### src/rtl/kernel_window_feeder.sv
// Streaming 3x3 window generator over a raster pixel stream with two line buffers.
// Optional per-frame window counter enabled by defining KFEED_WIN_COUNT_EN.
module kernel_window_feeder #(
    parameter int IMG_W = 64,
    parameter int IMG_H = 64
) (
    input  logic        clk,
    input  logic        rst,
    input  logic        start,
    input  logic [1:0]  ksel_in,
    input  logic [7:0]  pix_in,
    input  logic        pix_valid,
    output logic        pix_ready,
    output logic [23:0] cache_out [0:2],
    output logic [1:0]  ksel_out,
    output logic        win_valid,
    input  logic        win_ready,
    output logic        busy,
    output logic        done,
    output logic [15:0] win_count
);

    localparam int CW = (IMG_W > 2) ? $clog2(IMG_W) : 2;
    localparam int RW = (IMG_H > 2) ? $clog2(IMG_H) : 2;
    localparam logic [CW-1:0] COL_LAST = CW'(IMG_W - 1);
    localparam logic [RW-1:0] ROW_LAST = RW'(IMG_H - 1);

    typedef enum logic [1:0] {
        S_IDLE  = 2'd0,
        S_RUN   = 2'd1,
        S_FLUSH = 2'd2,
        S_DONE  = 2'd3
    } state_t;

    state_t        state_r;
    state_t        state_nx_s;
    logic [CW-1:0] col_r;
    logic [RW-1:0] row_r;
    logic [7:0]    lb0_r [0:IMG_W-1];
    logic [7:0]    lb1_r [0:IMG_W-1];
    logic [15:0]   top_sh_r;
    logic [15:0]   mid_sh_r;
    logic [15:0]   bot_sh_r;
    logic [7:0]    lb_top_s;
    logic [7:0]    lb_mid_s;
    logic          accept_s;
    logic          start_acc_s;
    logic          last_pix_s;
    logic          load_s;

    assign lb_top_s    = lb0_r[col_r];
    assign lb_mid_s    = lb1_r[col_r];
    assign accept_s    = pix_valid && pix_ready;
    assign start_acc_s = (state_r == S_IDLE) && start;
    assign last_pix_s  = (row_r == ROW_LAST) && (col_r == COL_LAST);
    assign load_s      = accept_s && (row_r >= RW'(2)) && (col_r >= CW'(2));

    // State register
    always_ff @(posedge clk or posedge rst) begin
        if (rst) begin
            state_r <= S_IDLE;
        end else begin
            state_r <= state_nx_s;
        end
    end

    // Next-state logic
    always_comb begin
        state_nx_s = state_r;
        case (state_r)
            S_IDLE: begin
                if (start) state_nx_s = S_RUN;
                else       state_nx_s = S_IDLE;
            end
            S_RUN: begin
                if (accept_s && last_pix_s) state_nx_s = S_FLUSH;
                else                        state_nx_s = S_RUN;
            end
            S_FLUSH: begin
                if (!win_valid || win_ready) state_nx_s = S_DONE;
                else                         state_nx_s = S_FLUSH;
            end
            S_DONE:  state_nx_s = S_IDLE;
            default: state_nx_s = S_IDLE;
        endcase
    end

    // State-decoded outputs; pixel intake stalls whenever a held window is not being taken
    always_comb begin
        pix_ready = 1'b0;
        busy      = 1'b0;
        done      = 1'b0;
        case (state_r)
            S_RUN: begin
                pix_ready = !win_valid || win_ready;
                busy      = 1'b1;
            end
            S_FLUSH: busy = 1'b1;
            S_DONE:  done = 1'b1;
            default: begin
                pix_ready = 1'b0;
                busy      = 1'b0;
                done      = 1'b0;
            end
        endcase
    end

    // Line buffers hold the two previous lines; contents are don't-care until written
    always_ff @(posedge clk) begin
        if (accept_s) begin
            lb0_r[col_r] <= lb1_r[col_r];
            lb1_r[col_r] <= pix_in;
        end
    end

    // Position counters, column shift registers, window output register and select latch
    always_ff @(posedge clk or posedge rst) begin
        if (rst) begin
            row_r        <= '0;
            col_r        <= '0;
            top_sh_r     <= 16'h0000;
            mid_sh_r     <= 16'h0000;
            bot_sh_r     <= 16'h0000;
            cache_out[0] <= 24'h000000;
            cache_out[1] <= 24'h000000;
            cache_out[2] <= 24'h000000;
            ksel_out     <= 2'b00;
            win_valid    <= 1'b0;
        end else begin
            if (start_acc_s) begin
                ksel_out <= ksel_in;
                row_r    <= '0;
                col_r    <= '0;
            end else if (accept_s) begin
                if (col_r == COL_LAST) begin
                    col_r <= '0;
                    row_r <= row_r + RW'(1);
                end else begin
                    col_r <= col_r + CW'(1);
                end
            end

            if (accept_s) begin
                top_sh_r <= {top_sh_r[7:0], lb_top_s};
                mid_sh_r <= {mid_sh_r[7:0], lb_mid_s};
                bot_sh_r <= {bot_sh_r[7:0], pix_in};
            end

            if (load_s) begin
                cache_out[0] <= {top_sh_r, lb_top_s};
                cache_out[1] <= {mid_sh_r, lb_mid_s};
                cache_out[2] <= {bot_sh_r, pix_in};
                win_valid    <= 1'b1;
            end else if (win_ready) begin
                win_valid <= 1'b0;
            end
        end
    end

`ifdef KFEED_WIN_COUNT_EN
    logic [15:0] win_count_r;

    // Saturating count of windows loaded in the current frame
    always_ff @(posedge clk or posedge rst) begin
        if (rst) begin
            win_count_r <= 16'h0000;
        end else if (start_acc_s) begin
            win_count_r <= 16'h0000;
        end else if (load_s && (win_count_r != 16'hFFFF)) begin
            win_count_r <= win_count_r + 16'h0001;
        end
    end

    assign win_count = win_count_r;
`else
    assign win_count = 16'h0000;
`endif

endmodule

### config.mk
export PLATFORM = sky130hd
export DESIGN_NAME = kernel_window_feeder
export DESIGN_NICKNAME = d
export VERILOG_FILES = /design/src/rtl/kernel_window_feeder.sv
export SDC_FILE = /design/constraint.sdc
export NUM_CORES = 1
export LEC_CHECK = 0
export CAP_MARGIN = 40
export CORE_MARGIN = 2
export CORE_UTILIZATION = 30
export CTS_BUF_LIST = sky130_fd_sc_hd__clkbuf_16
export CTS_CLUSTER_DIAMETER = 200
export CTS_CLUSTER_SIZE = 14
export DETAILED_ROUTE_END_ITERATION = 10
export PLACE_DENSITY = 0.54
export SLEW_MARGIN = 20
export SYNTH_ARGS = -nofsm -noshare
export SYNTH_HDL_FRONTEND = slang
export SYNTH_SLANG_ARGS = --single-unit
export TNS_END_PERCENT = 100
### constraint.sdc
create_clock -name clk -period 5.7 [get_ports clk]
set_input_delay 1.14 -clock clk [delete_from_list [all_inputs] [get_ports clk]]
set_output_delay 1.14 -clock clk [all_outputs]
set_load 0.02 [all_outputs]
==> impl_metrics.py, run 1 <==
metrics = {
    "floorplan": {
        "dieHeight_um": 394,
        "start_util_pct": 30.3,
        "dieArea_um2": 155000,
        "num_rows": 142,
        "pin_count": 109,
        "coreArea_um2": 150000,
        "fp.dieW_um": 394,
    },
    "critical_path": {
        "worst_ep_required_time_ns": 6.13,
        "cp_num_buf_inv": 5,
        "r2r-end": "lb0_r[53][6]$_DFFE_PP_",
        "max_stage_delay_ns": 0.70,
        "crit_start": "col_r[1]$_DFFE_PP0P_",
        "slowest_stage": "dfrtp_4",
        "worstPathArrival_ns": 4.81,
        "cp-start-kind": "flip-flop",
        "r2r_cells": 10,
        "rr_startpoint": "col_r[1]$_DFFE_PP0P_",
        "crit_path_max_fanout": 55,
        "worstPathCellList": "buf_4 -> nor2b_4 -> buf_12 -> a22oi_1 -> nor2_1 -> or4_1 -> nor4_2 -> inv_2 -> buf_12 -> buf_4",
        "critPathCaptureType": "flip-flop",
        "ff2ff_setup_slack_ns": 1.32,
        "critPathKind": "flip-flop to flip-flop",
        "worst_path_dominant_cell_family": "buffers and inverters",
    },
    "placement": {
        "place_inst": 4970,
        "portBuffers": 92,
        "dp_slack_ns": 1.25,
        "routabilityCongestion": 0.901,
        "dpl.hpwl_mm": 92.2,
    },
    "clock_tree": {
        "cts_setup_buffers": 0,
        "clock_latency_ns": 0.70,
        "clk_pin_slew_ns": 0.07,
        "clock_path_buffers": 3,
        "tritoncts": "done",
        "cts_resized": 0,
        "holdBufCountCts": 0,
        "clockRootBuffer": "clkbuf_16",
        "cts_sinks": 1161,
        "h-tree-depth": 3,
        "cts-buffers-inserted": 92,
    },
    "synthesis": {
        "avgSynthCellArea_um2": 15.7,
        "yosysMostFrequentCell": "edfxtp_1",
        "yosys_warnings": 0,
        "synth-seq-cells": 1161,
        "synthesis.area_um2": 45500,
        "synth_cell_type_count": 76,
        "ys.flop_type": "edfxtp_1",
        "synth_top_area_share_pct": 67.5,
        "netlist_top_cells_area": "edfxtp_1 68%, dfrtp_1 7.5%, a22oi_1 3.8%, nand2_1 2.7%, mux2_2 2.0%",
        "ys_async_sr_fraction_pct": 11.8,
        "ys_seq_area_share_pct": 75.1,
        "netlist_instances": 2903,
        "yosys-top-cells-count": "1024 x edfxtp_1, 333 x nand2_1, 230 x a22oi_1",
        "synth_edf_count": 1024,
        "synth_top_area_cell": "edfxtp_1",
    },
    "global_route": {
        "grt_pass1_wl_mm": 210,
        "grt.total_usage_pct": 18.7,
        "antenna_found_initial": 6,
        "grt_max_degree": 82,
        "overflow": 0,
        "grt_pass1_vias": 27000,
    },
    "sta": {
        "finalSetupViolations": 0,
        "fmax_mhz": 228,
        "drv_slew": 0,
        "hold_ws_ns": 0.467,
        "setup_ws_ns": 1.32,
        "maxSlewHeadroom_pct": 35.9,
        "setup_tns_ns": 0,
        "timing.final.hold_violations": 0,
        "finalCritPeriodShare_pct": 76.9,
        "fin_crit_ns": 4.38,
        "fin_skew_ns": 0.0423,
        "rsz0062_at_grt": "false",
        "tightest_slew_ns": 0.937,
    },
    "pwr": {
        "ir_drop_mv": 0.405,
        "power_density_nw_per_um2": 483,
        "power_leakage_uw": 0.0171,
        "total_power_uw": 25200,
    },
    "routing": {
        "drc_errors": 0,
        "drt_iter0_drc": 3740,
        "dr.pass1.iters": 6,
        "ant_nets": 0,
        "vias": 27900,
        "viasPerCell": 5.46,
        "wire_per_inst_um": 29.1,
        "wl_mm": 149,
    },
    "hold_path": {
        "min_to": "cache_out[69]$_DFFE_PP0P_",
        "hold_path_class": "flip-flop to flip-flop",
        "min_from": "top_sh_r[13]$_DFFE_PP0P_",
        "hold-path-cell-count": 2,
    },
    "cells_and_area": {
        "area_delta_synth_final_pct": 14.6,
        "final_net_count": 3081,
        "nFillCells": 14500,
        "fin_cells": 5108,
        "drive_gt1_share_pct": 14.3,
    },
    "flow_run": {
        "cap_violations": 0,
    },
    "status": {
        "status": "finished, final reports clean",
    },
}
==> per-stage QoR <==
step,util [%],cell area (um2)
after floorplan,-,45600
after global placement,32.8,49300
after detailed placement,32.9,49500
after CTS,34.6,52000
after global routing,34.7,52200
final,34.7,52200
==> cells in the final DEF, fill, tap and decap left out, types with 20 or more instances in the layout <==
master | Yosys | routed
mux4_2 | 24 | 24
nand3_1 | 20 | 20
dfrtp_1 | 137 | 134
nor3b_1 | 25 | 24
buf_4 | 28 | 149
mux2i_1 | 47 | 47
o22ai_1 | 78 | 78
nor2_1 | 135 | 130
and3_1 | 26 | 25
nand2_1 | 333 | 332
clkbuf_16 | 0 | 93
clkdlybuf4s50_1 | 0 | 84
edfxtp_1 | 1024 | 1024
a21oi_1 | 59 | 59
inv_1 | 9 | 33
nand3b_1 | 38 | 38
a22oi_1 | 230 | 230
a221oi_1 | 80 | 80
o21ai_0 | 55 | 55
mux2_2 | 79 | 79
==> cell type report <==
class | count | area [um2] | area share (%)
well taps | 2016 | 2520 | 4.84
clock buffers | 93 | 2330 | 4.46
diodes | 2 | 5.00 | 0.00959
repair buffers | 272 | 2540 | 4.87
inverters | 9 | 38.8 | 0.0744
multi-input cells | 1521 | 10400 | 19.9
flip-flops and latches | 1161 | 34200 | 65.5
clock inverters | 34 | 168 | 0.321
==> where the power goes <==
group	total [uW]	internal (uW)	switching (uW)	leakage, uW
Clock	5840	2910	2930	0.00133
Sequential	11200	10800	322	0.0110
Combinational	8190	2270	5920	0.00481
==> worst register-to-register path: stages, from the launching register on <==
cell and delay [ns]:
dfrtp_4 0.70, buf_4 0.61, nor2b_4 0.20, buf_12 0.23, a22oi_1 0.25, nor2_1 0.05
or4_1 0.57, nor4_2 0.70, inv_2 0.32, buf_12 0.26, buf_4 0.22
==> registers in the layout (all words and copies together), names as in the netlist, named ones only <==
signal     count
lb1_r        512
bot_sh_r      16
top_sh_r      16
col_r          6
lb0_r        512
ksel_out       2
row_r          6
state_r        1
win_valid      1
cache_out     72
mid_sh_r      16
==> kinds of logic (layout without fill, tap and decap cells) <==
family / Yosys count / in the layout / share of synthesized area [%]
AO/OA/AOI/OAI: 654 / 654 / 10.7
XOR/XNOR: 7 / 7 / 0.135
adder cells (fa/ha/maj): 9 / 9 / 0.247
buffers and inverters: 236 / 408 / 2.53
flip-flops: 1161 / 1161 / 75.1
multiplexers: 152 / 152 / 4.22
other: 1 / 18 / 0.00824
AND/OR/NAND/NOR: 683 / 683 / 7.13
==> layer usage <==
metal / GRT usage [%] / wire [um]
met5: 0 / 7
met4: 7.06 / 6430
met3: 3.75 / 13000
met2: 28.9 / 67500
met1: 25.8 / 61600
==> worst max-delay path by stage <==
stage | slack, ns | cells past startpoint | end
after floorplan | 0.89 | 1 | asynchronous set/reset pin
after global placement | 0.85 | 8 | mid_sh_r[2]$_DFFE_PP0P_
after detailed placement | 1.25 | 9 | lb0_r[49][6]$_DFFE_PP_
after CTS | 1.23 | 8 | lb0_r[53][6]$_DFFE_PP_
after global routing | 1.21 | 10 | lb0_r[53][6]$_DFFE_PP_
final | 1.32 | 10 | lb0_r[53][6]$_DFFE_PP_
(Power assumes the default switching activity.)
==> run 2: changes to the inputs <==
--- a/config.mk
+++ b/config.mk
@@ -12,7 +12,7 @@
 export CTS_CLUSTER_DIAMETER = 200
 export CTS_CLUSTER_SIZE = 14
 export DETAILED_ROUTE_END_ITERATION = 10
-export PLACE_DENSITY = 0.54
+export PLACE_DENSITY = 0.55
 export SLEW_MARGIN = 20
 export SYNTH_ARGS = -nofsm -noshare
 export SYNTH_HDL_FRONTEND = slang
==> constraint.sdc (replaced) <==
create_clock -name clk -period 3.9 [get_ports clk]
set_input_delay 0.78 -clock clk [delete_from_list [all_inputs] [get_ports clk]]
set_output_delay 0.78 -clock clk [all_outputs]
set_load 0.02 [all_outputs]
==> impl_metrics.py, run 2 (same netlist as run 1, synthesis figures left out) <==
metrics = {
    "floorplan": {
        "start_util_pct": 30.3,
        "num_rows": 142,
        "dieHeight_um": 394,
        "coreArea_um2": 150000,
        "pin_count": 109,
        "dieArea_um2": 155000,
        "fp.dieW_um": 394,
    },
    "global_route": {
        "grt.total_usage_pct": 18.8,
        "grt_max_degree": 67,
        "antenna_found_initial": 3,
        "overflow": 0,
        "grt_pass1_wl_mm": 211,
        "grt_pass1_vias": 27400,
    },
    "cells_and_area": {
        "area_delta_synth_final_pct": 17.5,
        "mostFrequentLayoutCells": "1024 x edfxtp_1, 333 x nand2_1, 270 x buf_4",
        "finish.utilization_pct": 35.6,
        "top_regs": "lb0_r (512), lb1_r (512), cache_out (72)",
        "layout_commonest_cell": "edfxtp_1",
        "final_net_count": 3220,
        "drive_gt1_share_pct": 17.9,
        "nFillCells": 14300,
    },
    "critical_path": {
        "worstPathArrival_ns": 4.50,
        "critPathKind": "flip-flop to flip-flop",
        "crit_path_max_fanout": 26,
        "worst_ep_required_time_ns": 4.49,
        "critPathCaptureType": "flip-flop",
        "cp-start-kind": "flip-flop",
    },
    "sta": {
        "finalCritPeriodShare_pct": 100,
        "fin_skew_ns": 0.0291,
        "drv_slew": 0,
        "fin_crit_ns": 3.92,
        "tightest_slew_ns": 0.973,
        "rsz0062_at_grt": "false",
        "setup_ws_ns": -0.0153,
        "fmax_mhz": 255,
        "maxSlewHeadroom_pct": 35.1,
        "finalSetupViolations": 2,
        "timing.final.hold_violations": 0,
    },
    "routing": {
        "wl_mm": 150,
        "dr.pass1.iters": 7,
        "vias": 28500,
        "drc_errors": 0,
        "drt_iter0_drc": 3847,
        "ant_nets": 0,
        "wire_per_inst_um": 28.7,
        "viasPerCell": 5.44,
    },
    "clock_tree": {
        "clock_path_buffers": 3,
        "cts-buffers-inserted": 92,
        "cts_sinks": 1161,
        "clock_latency_ns": 0.70,
        "h-tree-depth": 3,
        "tritoncts": "done",
        "clk_pin_slew_ns": 0.07,
        "clockRootBuffer": "clkbuf_16",
    },
    "placement": {
        "dp_slack_ns": 0.0598,
        "routabilityCongestion": 0.948,
        "dpl.hpwl_mm": 99.4,
        "portBuffers": 92,
    },
    "pwr": {
        "total_power_uw": 38100,
        "power_density_nw_per_um2": 712,
        "power_leakage_uw": 0.0179,
        "ir_drop_mv": 0.549,
    },
    "status": {
        "violations": "negative setup slack",
        "status": "finished, violations left",
    },
    "flow_run": {
        "cap_violations": 0,
    },
    "hold_path": {
        "hold_path_class": "input pin to asynchronous set/reset pin",
    },
}
==> run 2: cell count changes in the layout (fill, tap and decap cells not counted), sizes merged <==
| cell | previous run | this run |
|---|---|---|
| buf | 188 | 326 |
| inv | 41 | 36 |
| clkinv | 2 | 5 |
| clkinvlp | 0 | 1 |
| diode | 2 | 1 |
==> run 2: layout make-up <==
| type | instances | area, um2 | area share, % |
|---|---|---|---|
| repair buffers | 411 | 3880 | 7.25 |
| flip-flops and latches | 1161 | 34200 | 63.9 |
| clock inverters | 33 | 208 | 0.388 |
| well taps | 2016 | 2520 | 4.71 |
| clock buffers | 92 | 2300 | 4.30 |
| diodes | 1 | 2.50 | 0.00468 |
| multi-input cells | 1521 | 10400 | 19.4 |
| inverters | 9 | 37.5 | 0.0702 |
==> run 2: path summary, 6_finish.rpt <==
| kind | start | end | slack, ns | depth (start not counted) |
|---|---|---|---|---|
| worst min-delay path | rst | top_sh_r[12]$_DFFE_PP0P_ | 0.33 | 2 |
| worst max register to register | col_r[0]$_DFFE_PP0P_ | cache_out[26]$_DFFE_PP0P_ | -0.02 | 9 |
| worst max-delay path | col_r[0]$_DFFE_PP0P_ | cache_out[26]$_DFFE_PP0P_ | -0.02 | 9 |
| max in group asynchronous | rst | col_r[0]$_DFFE_PP0P_ | 2.85 | 4 |
| min in group clk | mid_sh_r[15]$_DFFE_PP0P_ | cache_out[47]$_DFFE_PP0P_ | 0.46 | 2 |
| worst min register to register | mid_sh_r[15]$_DFFE_PP0P_ | cache_out[47]$_DFFE_PP0P_ | 0.46 | 2 |
==> run 2: where the power goes <==
group          total [uW]  switching, uW  internal, uW  leakage, uW
combinational       13300           9060          4250      0.00558
clock                8520           4290          4240      0.00132
sequential          16200            406         15800       0.0110
==> run 2: critical path, stage by stage, from the launching register on <==
cell,delay [ns]
dfrtp_4,0.71
nor2_4,0.20
buf_16,0.22
buf_4,0.24
a221oi_1,0.46
nor2_1,0.17
a2111oi_2,0.72
nand4_1,0.43
buf_4,0.33
mux2_2,0.28
==> run 2: per-stage QoR <==
stage	instances	hold slack (ns)	cell area (um2)	TNS [ns]
finish	5244	0.325	53500	-0.0258
global route	5244	0.311	53500	0
CTS	5239	0.431	53400	0
detailed placement	5114	0.451	50900	0
global placement	5107	0.451	50800	-0.000213
floorplan	2918	0.439	45600	0
==> run 2: timing repair <==
action | in CTS | in global routing
resized for setup | 0 | 1
setup buffers | 0 | 1
hold buffers | 0 | 0
setup endpoints to repair | 0 | 6
==> run 2: metal layers <==
| metal | vias to the layer above | part of all wire (%) | global-route usage, % |
|---|---|---|---|
| li1 | 12000 | - | - |
| met2 | 1453 | 46 | 29.5 |
| met1 | 14800 | 41 | 26.0 |
| met5 | - | 0.017 | 0 |
| met3 | 255 | 9.0 | 3.78 |
| met4 | 4 | 3.7 | 6.64 |
